`config.mk`:
```
export PLATFORM = sky130hd
export DESIGN_NAME = demux_rr_dispatcher
export DESIGN_NICKNAME = d
export VERILOG_FILES = /design/src/rtl/demux_rr_dispatcher.sv
export SDC_FILE = /design/constraint.sdc
export NUM_CORES = 1
export LEC_CHECK = 0
export CAP_MARGIN = 15
export CORE_UTILIZATION = 25
export DETAILED_ROUTE_END_ITERATION = 7
export HOLD_SLACK_MARGIN = 0.15
export MAX_ROUTING_LAYER = met4
export PLACE_DENSITY = 0.52
export SLEW_MARGIN = 20
export SYNTH_ARGS = -nofsm -noshare
export SYNTH_HDL_FRONTEND = slang
export SYNTH_SLANG_ARGS = --single-unit
export TNS_END_PERCENT = 30
```
`constraint.sdc`:
```
create_clock -name clk -period 1.9 [get_ports clk]
set_input_delay 0.38 -clock clk [delete_from_list [all_inputs] [get_ports clk]]
set_output_delay 0.38 -clock clk [all_outputs]
set_load 0.01 [all_outputs]
```
`src/rtl/demux_rr_dispatcher.sv`:
```
// demux_rr_dispatcher
//   Sequencer for the 1-to-8 demux datapath. Takes words from a single
//   valid/ready source, holds one word at a time and presents it to exactly
//   one of 8 sinks through a 3-bit select and a one-hot per-channel valid.
//   The target is either the round-robin pointer (with timeout-skip of a
//   stalled sink) or a fixed channel.
//
//   state | meaning
//   ------+------------------------------------------
//   IDLE  | holding register empty, source may write
//   HOLD  | holding register full, word presented on ch_valid[sel]
//
// Ports
//   clk       rising-edge clock
//   rst_n     synchronous active-low reset; also gates in_ready/ch_valid/busy
//   in_valid  source word valid
//   in_data   source word
//   in_ready  dispatcher accepts a word this cycle
//   mode      0 = round-robin, 1 = fixed channel (sampled at capture only)
//   fix_sel   fixed target channel (sampled at capture only)
//   ch_ready  per-sink ready; only ch_ready[sel] is looked at
//   ch_valid  one-hot valid for the selected sink
//   ch_data   held word, shared bus to all sinks
//   sel       demux select of the held word
//   busy      holding register occupied
//   skip_cnt  saturating count of timeout skips
module demux_rr_dispatcher #(
    parameter int DATA_W   = 8,
    parameter int HOLD_MAX = 4
) (
    input  logic              clk,
    input  logic              rst_n,
    input  logic              in_valid,
    input  logic [DATA_W-1:0] in_data,
    output logic              in_ready,
    input  logic              mode,
    input  logic [2:0]        fix_sel,
    input  logic [7:0]        ch_ready,
    output logic [7:0]        ch_valid,
    output logic [DATA_W-1:0] ch_data,
    output logic [2:0]        sel,
    output logic              busy,
    output logic [7:0]        skip_cnt
);

    typedef enum logic {IDLE, HOLD} state_t;

    // Stall timer is a down-counter: loaded with HOLD_MAX-1 on capture/skip,
    // terminal count 0 on a stalled cycle triggers the skip.
    localparam int              TMR_W    = (HOLD_MAX > 2) ? $clog2(HOLD_MAX) : 1;
    localparam logic [TMR_W-1:0] TMR_LOAD = TMR_W'((HOLD_MAX > 0) ? HOLD_MAX - 1 : 0);
    localparam logic            SKIP_EN  = (HOLD_MAX > 0);

    state_t           state;
    logic             held_rr;     // held word was captured in round-robin mode
    logic [TMR_W-1:0] hold_tmr;
    logic [2:0]       rr_ptr;

    logic       holding;
    logic       deliver;
    logic       capture;
    logic       skip;
    logic [2:0] rr_ptr_nxt;

    assign holding  = rst_n && (state == HOLD);
    assign deliver  = holding && ch_ready[sel];
    assign in_ready = rst_n && ((state == IDLE) || deliver);
    assign capture  = in_valid && in_ready;
    assign skip     = holding && !deliver && held_rr && SKIP_EN && (hold_tmr == '0);

    // Advanced pointer is visible to a back-to-back capture in the same cycle.
    assign rr_ptr_nxt = (deliver && held_rr) ? sel + 3'd1 : rr_ptr;

    assign ch_valid = holding ? (8'b1 << sel) : 8'b0;
    assign busy     = holding;

    always_ff @(posedge clk) begin
        if (!rst_n) begin
            state    <= IDLE;
            sel      <= 3'd0;
            rr_ptr   <= 3'd0;
            hold_tmr <= '0;
            held_rr  <= 1'b0;
            ch_data  <= '0;
            skip_cnt <= 8'd0;
        end else begin
            rr_ptr <= rr_ptr_nxt;
            if (capture) begin
                state    <= HOLD;
                ch_data  <= in_data;
                sel      <= mode ? fix_sel : rr_ptr_nxt;
                held_rr  <= !mode;
                hold_tmr <= TMR_LOAD;
            end else if (deliver) begin
                state <= IDLE;
            end else if (skip) begin
                // word is kept, only its destination moves on
                sel      <= sel + 3'd1;
                hold_tmr <= TMR_LOAD;
                if (skip_cnt != 8'hFF) begin
                    skip_cnt <= skip_cnt + 8'd1;
                end
            end else if (holding && (hold_tmr != '0)) begin
                hold_tmr <= hold_tmr - 1'b1;
            end
        end
    end

endmodule

```
[Word-level counts from Yosys, hierarchy flattened]
Cells that the tools add are included.
Operators by class
  bitwise logic cells: 3
  magnitude comparators: 1
  add/subtract/negate cells: 3
  reductions and logical operators: 20
  shift-type cells: 1
  mux-type cells: 14
  equal/unequal tests: 2
Operators by type and width (number)
  $mux 3: 5
  $logic_and 1x1->1: 9
  $add 8x1->8 const B: 1
  $mux 2: 4
  $mux 8: 1
  $ne 8x8->1 const B: 1
  $shl 1x3->8 const A: 1
  $reduce_bool 2->1: 3
  $lt 3x4->1 const B: 1
  $reduce_and 2->1: 2
  $reduce_and 4->1: 1
  $add 3x1->3 const B: 1
  $bmux 1 s3: 1
  $mux 1: 3
  $not 1->1: 3
  $reduce_bool 3->1: 1
  $logic_not 1->1: 2
  $logic_not 2->1: 1
  $ne 2x1->1 const B: 1
  $sub 2x1->2 const B: 1
  $logic_or 1x1->1: 1
Storage, ports and cells
  output and inout port bits: 29
  word-level logic and storage cells: 51
  register bits: 26
  bits of input ports: 23

[Depth between registers and ports, before layout]
Gate-level depths: netlist of the first run.
  word-level depth: 10
  gate-level depth with buffers: 7
  depth with buffers taken out: 6

[Worst setup path after synthesis of the first run]
OpenSTA, ideal clock, no wires.
  path kind: register to output
  start: register sel[0]
  end: output port in_ready
  stages on the path, launching flop included: 7
  buffers on the path: 2
  required time: 1.520 ns
  arrival time: 1.562 ns
  setup slack: -0.042 ns
  cells stage by stage: dfxtp_1 buf_4 mux2i_1 a22oi_2 a21boi_2 clkbuf_1 nor2_1
Between the ends
  word-level cells in the longest chain between the ends: 5
Ends and longest elaborated chain
  from (decl): line 41  | output logic [2:0] sel,
  from (signal assigned): line 91  | sel <= mode ? fix_sel : rr_ptr_nxt;
  from (signal assigned): line 98  | sel <= sel + 3'd1;
  $bmux 1 s3: line 66  | assign deliver = holding && ch_ready[sel];
  $mux 1 (not written as such): line 66
  $logic_and 1x1->1: line 66
  $logic_or 1x1->1: line 67  | assign in_ready = rst_n && ((state == IDLE) || deliver);
  $logic_and 1x1->1: line 67
  to (decl): line 35  | output logic in_ready,
No other way between the ends. The select of a mux whose other input is x is not followed.

[Worst setup path in the final report of the first run]
  start: input port ch_ready[7]
  end: output port in_ready
Between the ends
  word-level cells in the longest chain between the ends: 5
Ends and longest elaborated chain
  from (decl): line 38  | input logic [7:0] ch_ready,
  $bmux 1 s3: line 66
  $mux 1 (not written as such): line 66
  $logic_and 1x1->1: line 66
  $logic_or 1x1->1: line 67
  $logic_and 1x1->1: line 67
No other way between the ends. The select of a mux whose other input is x is not followed.

==> flow_summary.ini, run 1 <==
[outcome]
status = finished clean

[clocking]
cts_buffer_depth = 2
cts_tree = done
clock_sinks = 26
clock_latency_ns = 0.27
ctsHoldBuffers = 0
clockRootBuffer = clkbuf_8
cts-buffers-inserted = 3
cts.htree.levels = 1
cts.clk_slew.worst_paths_ns = 0.09

[floorplan]
dieHeight_um = 78.9
die-width_um = 78.9
io_pins = 52
core-area_sq_um = 5610
die_area_sq_um = 6220
floorplan.initialDensity_pct = 26.3
rows = 27

[logic_synthesis]
synth_top_flop_cell = dfxtp_1
syn_avg_cell_area_sq_um = 8.69
synth_seq_cells = 26
yosys_warnings = 0
syn_nets = 201
yosysMostFrequentCell = dfxtp_1
synth_top_area_share_pct = 35.2
ys_seq_area_share_pct = 35.2
yosys.area.top_type = dfxtp_1
ys_types = 44
synth-edff-count = 0
synth_common_cells = dfxtp_1, inv_1, and3_1
async_flop_share_pct = 0
syn_inst = 170
syn-cell-area_sq_um = 1480
synth_area_leaders = dfxtp_1, ha_1, and3_1, inv_1, mux2i_1

[placement]
place_worst_setup_slack_ns = -0.383
dpl.hpwl_mm = 2.95
port_buffers = 51
place_congestion = 0.729

[cells_and_area]
final_nets = 286
n_antenna_cell = 0
area_growth_pct = 68.7
utilization_pct = 44.4
drive_gt1_share_pct = 29.5

[grt]
antenna_found_initial = 0
globalRouteTotalUtil_pct = 13.1
grt_overflow = 0
grt_max_degree = 15
grt_pass1_vias = 1359
grt_pass1_wl_mm = 6.30

[drt]
wl_mm = 4.12
wl_per_cell_um = 12.6
vias = 1551
dr.first_iter.drc_count = 56
vias_per_cell = 4.76
drc_errors = 0
antenna_left = 0
drtPass1Iterations = 4

[power]
power_mw = 1.24
p_leak_nw = 1.03
power_density_nw_per_um2 = 496
vdd_drop_max_v = 0.000281

[timing]
finalHoldViolations = 0
fin_crit_ns = 1.86
fmaxAchievable_ghz = 0.538
rsz0062_at_grt = true
post-route-period-util_pct = 97.8
hold_slack_ns = 0.463
tns_ns = 0
worstMarginPinSlew_ns = 0.326
setup_viol = 0
final_max_slew_viol_count = 0
finalWorstSetupSlack_ns = 0.0423
skew_ns = 0.00402
slew_headroom_pct = 78.2

[worst_setup_path]
critPathLaunchType = input port
slowest_stage = clkdlybuf4s50_1
r2r_slack_ns = 0.07
slowest_delay_ns = 0.45
crit_fanout = 2
end_kind = output port
arrival_ns = 1.48
critPathKind = in2out
path_cells = clkdlybuf4s50_1 > mux2i_1 > a22oi_2 > a21boi_2 > nor2_1 > buf_2
crit_required_ns = 1.52

[worst_hold_path]
hold_path.class = reg2reg

[flow_run]
maxCapViolCount = 0
==> per-layer routing <==
metal  GRT usage [%]  vias to the layer above  wire [um]
met3            1.72                        2        185
met5               -                        -          0
met4            4.91                        0         40
met2            19.1                       45       1880
met1            18.4                      705       2010
li1                -                      799          -
==> per-stage QoR <==
stage | instances | cell area, sq um
6_report | 326 | 2490
3_3_place_gp | 317 | 2270
2_1_floorplan | 170 | 1480
5_1_grt | 326 | 2490
3_5_place_dp | 317 | 2270
4_1_cts | 321 | 2340
==> worst max-delay path, delay by kind of cell <==
family	cells	cell delay (ns)
compound gates	2	0.31
buf+inv	2	0.59
mux	1	0.08
simple gates	1	0.11
==> final timing paths <==
kind,from,to,depth (start not counted)
worst max-delay path,ch_ready[7],in_ready,6
worst min-delay path,held_rr,held_rr,2
worst max register to register,sel[0],skip_cnt[3],6
worst min register to register,held_rr,held_rr,2
==> cells in the final DEF, fill, tap and decap left out, types with 3 or more instances in the layout <==
cell type / n
buf_6: 4
o21ai_1: 8
a21oi_1: 5
and3_1: 11
clkdlybuf4s15_1: 3
nand3_1: 3
ha_2: 3
buf_4: 32
nand2_1: 7
mux2i_1: 5
o21ai_0: 3
inv_1: 16
a21oi_2: 5
dfxtp_1: 23
nor2b_1: 5
buf_2: 3
dlymetal6s2s_1: 4
dlygate4sd2_1: 4
o31ai_1: 3
ha_1: 5
or4_4: 4
clkbuf_8: 4
nor2_1: 7
clkdlybuf4s50_1: 37
o211ai_1: 8
==> final cells by class <==
| cell class | instances | area (sq um) |
|---|---|---|
| Clock buffer | 4 | 55.1 |
| Multi-Input combinational cell | 118 | 961 |
| Timing Repair Buffer | 87 | 786 |
| Inverter | 19 | 71.3 |
| Fill cell | 580 | 3120 |
| Sequential cell | 26 | 529 |
| Tap cell | 72 | 90.1 |
==> cells by family (layout without fill, tap and decap cells) <==
kind of cell,Yosys count,in the layout,synth area share (%)
AO/OA/AOI/OAI,50,51,24.0
XOR/XNOR,2,2,1.19
adder cells (fa/ha/maj),8,8,6.77
buffers and inverters,27,110,7.79
flip-flops,26,26,35.2
multiplexers,7,7,4.83
AND/OR/NAND/NOR,50,50,20.2
==> power breakdown <==
group          leakage, nW  switching [mW]  total, mW  internal (mW)
Clock               0.0288           0.170      0.355          0.185
Sequential           0.214          0.0190      0.588          0.569
Combinational        0.787           0.129      0.294          0.165
==> sequential cells by signal, indices dropped and copies added, names as in the netlist <==
name	count
rr_ptr	3
ch_data	8
sel	3
skip_cnt	8
hold_tmr	2
state	1
held_rr	1
==> what timing repair did <==
| item | in CTS | in global routing |
|---|---|---|
| setup endpoints to repair | 18 | 26 |
| setup buffers | 0 | 4 |
| gates resized for setup | 29 | 29 |
| pin swaps | 4 | 16 |
| cloned | 0 | 1 |
No activity file was read; power rests on OpenSTA's default activity.
==> inputs of run 2 (changes only) <==
--- a/config.mk
+++ b/config.mk
@@ -6,6 +6,7 @@
 export NUM_CORES = 1
 export LEC_CHECK = 0
 export CAP_MARGIN = 15
+export CORE_ASPECT_RATIO = 0.9
 export CORE_UTILIZATION = 25
 export DETAILED_ROUTE_END_ITERATION = 7
 export HOLD_SLACK_MARGIN = 0.15
==> flow_summary.ini, run 2 (synthesis gave the netlist of run 1 again) <==
[outcome]
status = finished, violations left
failed_checks = design-rule violations

[timing]
final_max_slew_viol_count = 0
finalHoldViolations = 0
fin_crit_ns = 1.86
rsz0062_at_grt = true
post-route-period-util_pct = 97.7
fmaxAchievable_ghz = 0.539
slew_headroom_pct = 69.2
skew_ns = 0.00380
setup_viol = 0
worstMarginPinSlew_ns = 0.462
finalWorstSetupSlack_ns = 0.0446

[cells_and_area]
fillers = 584
utilization_pct = 43.7
area_growth_pct = 68.3
drive_gt1_share_pct = 29.8
layout.cells.most_common_list = clkdlybuf4s50_1, buf_4, dfxtp_1, inv_1, and3_1
mostFrequentLayoutCell = clkdlybuf4s50_1
fin_area_sq_um = 2490
n_antenna_cell = 0
fin_cells = 322
largestRegisters = ch_data x8, skip_cnt x8
final_nets = 284

[power]
vdd_drop_max_v = 0.000271
p_leak_nw = 1.04
power_density_nw_per_um2 = 541

[grt]
globalRouteTotalUtil_pct = 13.1
grt_overflow = 0
antenna_found_initial = 0
grt_pass1_vias = 1375
grt_max_degree = 16
grt_pass1_wl_mm = 6.47

[worst_setup_path]
critPathLaunchType = flop
slowest_delay_ns = 0.41
slowest_stage = dfxtp_4
end_kind = flop
path_cells = mux2i_2 > a22oi_2 > buf_6 > a21o_4 > buf_4 > or3_1 > a21oi_1
arrival_ns = 2.07
critPathKind = reg2reg
crit_fanout = 8
r2r_slack_ns = 0.04
crit_required_ns = 2.11

[drt]
antenna_left = 0
vias = 1533
dr.first_iter.drc_count = 90
vias_per_cell = 4.76
wl_mm = 4.13
drtPass1Iterations = 6
wl_per_cell_um = 12.8
drc_errors = 1

[floorplan]
floorplan.initialDensity_pct = 26.0
core-area_sq_um = 5690
die-width_um = 83.0
io_pins = 52
die_area_sq_um = 6220
dieHeight_um = 74.9
rows = 26

[clocking]
ctsHoldBuffers = 0
cts.htree.levels = 1
clock_sinks = 26
cts.clk_slew.worst_paths_ns = 0.10
cts_buffer_depth = 2
clock_latency_ns = 0.27
cts_tree = done
clockRootBuffer = clkbuf_8
cts-buffers-inserted = 3

[placement]
dpl.hpwl_mm = 2.94
place_congestion = 0.759
place_worst_setup_slack_ns = -0.379
port_buffers = 51
place_area_sq_um = 2260
place_inst = 314

[worst_hold_path]
hold_path.class = reg2reg

[flow_run]
maxCapViolCount = 0
## run 2: worst paths after layout
check,startpoint,end,cells past startpoint
worst max-delay path,sel[0],skip_cnt[0],7
worst min register to register,held_rr,held_rr,2
worst min-delay path,held_rr,held_rr,2
worst max register to register,sel[0],skip_cnt[0],7
## run 2: routing by layer
| layer | track usage (%) | up-vias | part of all wire (%) |
|---|---|---|---|
| met5 | - | - | 0 |
| met4 | 3.45 | 0 | 1.2 |
| met3 | 2.08 | 4 | 4.1 |
| met2 | 20.6 | 37 | 44 |
| met1 | 17.8 | 706 | 51 |
| li1 | - | 786 | - |
## run 2: final cells by class
type	count	area (sq um)	share of cell area, %
clock buffers	3	41.3	1.66
clock inverters	1	30.0	1.21
inverters	19	71.3	2.87
multi-input cells	117	955	38.4
flip-flops and latches	26	532	21.4
well taps	70	87.6	3.52
repair buffers	86	771	31.0
## run 2: where the power goes
| group | internal (mW) | total (mW) | switching [mW] |
|---|---|---|---|
| Clock | 0.282 | 0.466 | 0.184 |
| Combinational | 0.165 | 0.294 | 0.129 |
| Sequential | 0.568 | 0.587 | 0.0192 |
## run 2: what timing repair did
| action | CTS | global route |
|---|---|---|
| buffers inserted | 1 | 3 |
| hold endpoints to repair | 0 | 0 |
| gates resized for setup | 30 | 32 |
| pin swaps | 4 | 14 |
| endpoints found under the setup margin | 21 | 27 |
## run 2: worst max-delay path: cells and delay by family (launching register included)
kind            cells  cell delay, ns
compound gates      3            0.52
flops               1            0.41
simple gates        1            0.34
mux                 1            0.23
buf+inv             2            0.31
## run 2: per-stage QoR
stage / setup TNS [ns] / power, mW / hold slack [ns]
CTS: -0.0328 / 1.35 / 0.468
detailed placement: -9.10 / 0.878 / 0.454
global route: -0.200 / 1.41 / 0.502
finish: 0 / 1.35 / 0.470
floorplan: 0 / 0.719 / 0.441
global placement: -8.72 / 0.877 / 0.450
==> inputs of run 3 (changes only) <==
--- a/config.mk
+++ b/config.mk
@@ -5,13 +5,15 @@
 export SDC_FILE = /design/constraint.sdc
 export NUM_CORES = 1
 export LEC_CHECK = 0
-export CAP_MARGIN = 15
+export ABC_CLOCK_PERIOD_IN_PS = 1900
+export CELL_PAD_IN_SITES_DETAIL_PLACEMENT = 0
+export CELL_PAD_IN_SITES_GLOBAL_PLACEMENT = 2
 export CORE_ASPECT_RATIO = 0.9
-export CORE_UTILIZATION = 25
+export CORE_UTILIZATION = 23
 export DETAILED_ROUTE_END_ITERATION = 7
 export HOLD_SLACK_MARGIN = 0.15
 export MAX_ROUTING_LAYER = met4
-export PLACE_DENSITY = 0.52
+export PLACE_DENSITY = 0.77
 export SLEW_MARGIN = 20
 export SYNTH_ARGS = -nofsm -noshare
 export SYNTH_HDL_FRONTEND = slang
==> flow_summary.ini, run 3 (synthesis gave the netlist of run 1 again) <==
[drt]
wl_mm = 4.25
antenna_left = 0
wl_per_cell_um = 12.5
vias_per_cell = 4.58
drc_errors = 0
drtPass1Iterations = 4
vias = 1551
dr.first_iter.drc_count = 53

[flow_run]
maxCapViolCount = 0

[power]
power_mw = 1.25
pwr-share-seq_pct = 47.0
switching_share_pct = 26.4
internal_power_mw = 0.921
power_density_nw_per_um2 = 510
pwr-share-clk_pct = 29.1
vdd_drop_max_v = 0.000335
pwr-share-comb_pct = 23.9
power.switching_mw = 0.330
p_leak_nw = 1.02

[outcome]
status = finished clean

[cells_and_area]
fin_area_sq_um = 2450
fillers = 658
n_antenna_cell = 0
fin_cells = 339
utilization_pct = 39.9
mostFrequentLayoutCell = clkdlybuf4s50_1
layout.cells.most_common_list = clkdlybuf4s50_1, buf_4, dfxtp_1, inv_1, and3_1
final_nets = 284
largestRegisters = ch_data x8, skip_cnt x8
drive_gt1_share_pct = 27.0
area_growth_pct = 66.0

[placement]
port_buffers = 51
place_inst = 332
dpl.hpwl_mm = 3.13
place_area_sq_um = 2290
place_worst_setup_slack_ns = -0.403
place_congestion = 0.720

[clocking]
cts.htree.levels = 1
cts_buffer_depth = 2
clock_latency_ns = 0.27
clock_sinks = 26
cts-buffers-inserted = 3
clockRootBuffer = clkbuf_8
ctsHoldBuffers = 0
cts_tree = done
cts.clk_slew.worst_paths_ns = 0.09

[timing]
fin_crit_ns = 1.85
hold_slack_ns = 0.466
post-route-period-util_pct = 97.2
setup_viol = 0
final_max_slew_viol_count = 0
finalWorstSetupSlack_ns = 0.0539
tns_ns = 0
slew_headroom_pct = 72.4
skew_ns = 0.00403
finalHoldViolations = 0
fmaxAchievable_ghz = 0.542
worstMarginPinSlew_ns = 0.413
rsz0062_at_grt = true

[grt]
grt_max_degree = 15
globalRouteTotalUtil_pct = 12.8
antenna_found_initial = 0
grt_pass1_vias = 1427
grt_overflow = 0
grt_pass1_wl_mm = 6.67

[worst_setup_path]
crit_fanout = 2
critPathLaunchType = input port
slowest_delay_ns = 0.40
crit_required_ns = 1.52
path_cells = clkdlybuf4s50_1 > mux2i_1 > a22oi_2 > a21boi_2 > nor2_1 > buf_2
arrival_ns = 1.47
critPathKind = in2out
end_kind = output port
slowest_stage = clkdlybuf4s50_1

[floorplan]
die_area_sq_um = 6750
rows = 27
core-area_sq_um = 6150
io_pins = 52
die-width_um = 86.5
dieHeight_um = 78.0
floorplan.initialDensity_pct = 24.0

[worst_hold_path]
hold_path.class = reg2reg
## run 3: changes by cell type in the layout (fill, tap and decap cells not counted), sizes merged
| cell | before | now |
|---|---|---|
| bufinv | 1 | 0 |
| buf | 39 | 38 |
| a21o | 1 | 2 |
| clkbuf | 4 | 6 |
| dlygate4sd2 | 3 | 2 |
## run 3: final timing paths
check / start / end / slack (ns) / cells past startpoint
worst min-delay path: held_rr / held_rr / 0.47 / 2
worst max register to register: sel[0] / skip_cnt[6] / 0.08 / 6
worst max-delay path: ch_ready[6] / in_ready / 0.05 / 6
worst min register to register: held_rr / held_rr / 0.47 / 2
## run 3: metal layers
metal	part of all wire, %	global-route usage, %
met5	0	-
met4	1.3	4.50
met1	50	17.1
met3	4.4	1.79
met2	44	19.8
## run 3: power groups by stage
| stage | Clock, mW | Sequential, mW | Combinational, mW |
|---|---|---|---|
| floorplan | 0 | 0.605 | 0.115 |
| global placement | 0 | 0.602 | 0.278 |
| detailed placement | 0 | 0.601 | 0.280 |
| CTS | 0.376 | 0.590 | 0.281 |
| global route | 0.390 | 0.593 | 0.327 |
| finish | 0.363 | 0.588 | 0.299 |
## run 3: critical path, delay by kind of cell
family / cells / cell delay (ns)
muxes: 1 / 0.16
buffers and inverters: 2 / 0.54
and+or+nand+nor: 1 / 0.07
AOI/OAI and AO/OA: 2 / 0.32
## run 3: repair_timing
action / 4_1_cts / 5_1_grt
resized for setup: 32 / 26
pin swaps: 10 / 9
setup buffers: 0 / 3
cloned: 0 / 1
setup endpoints to repair: 18 / 27
## run 3: cell type report
cell class	count	area (sq um)	share of cell area, %
clock buffers	4	55.1	2.24
multi-input cells	118	917	37.4
well taps	87	109	4.44
repair buffers	85	768	31.3
flip-flops and latches	26	533	21.7
inverters	19	71.3	2.91
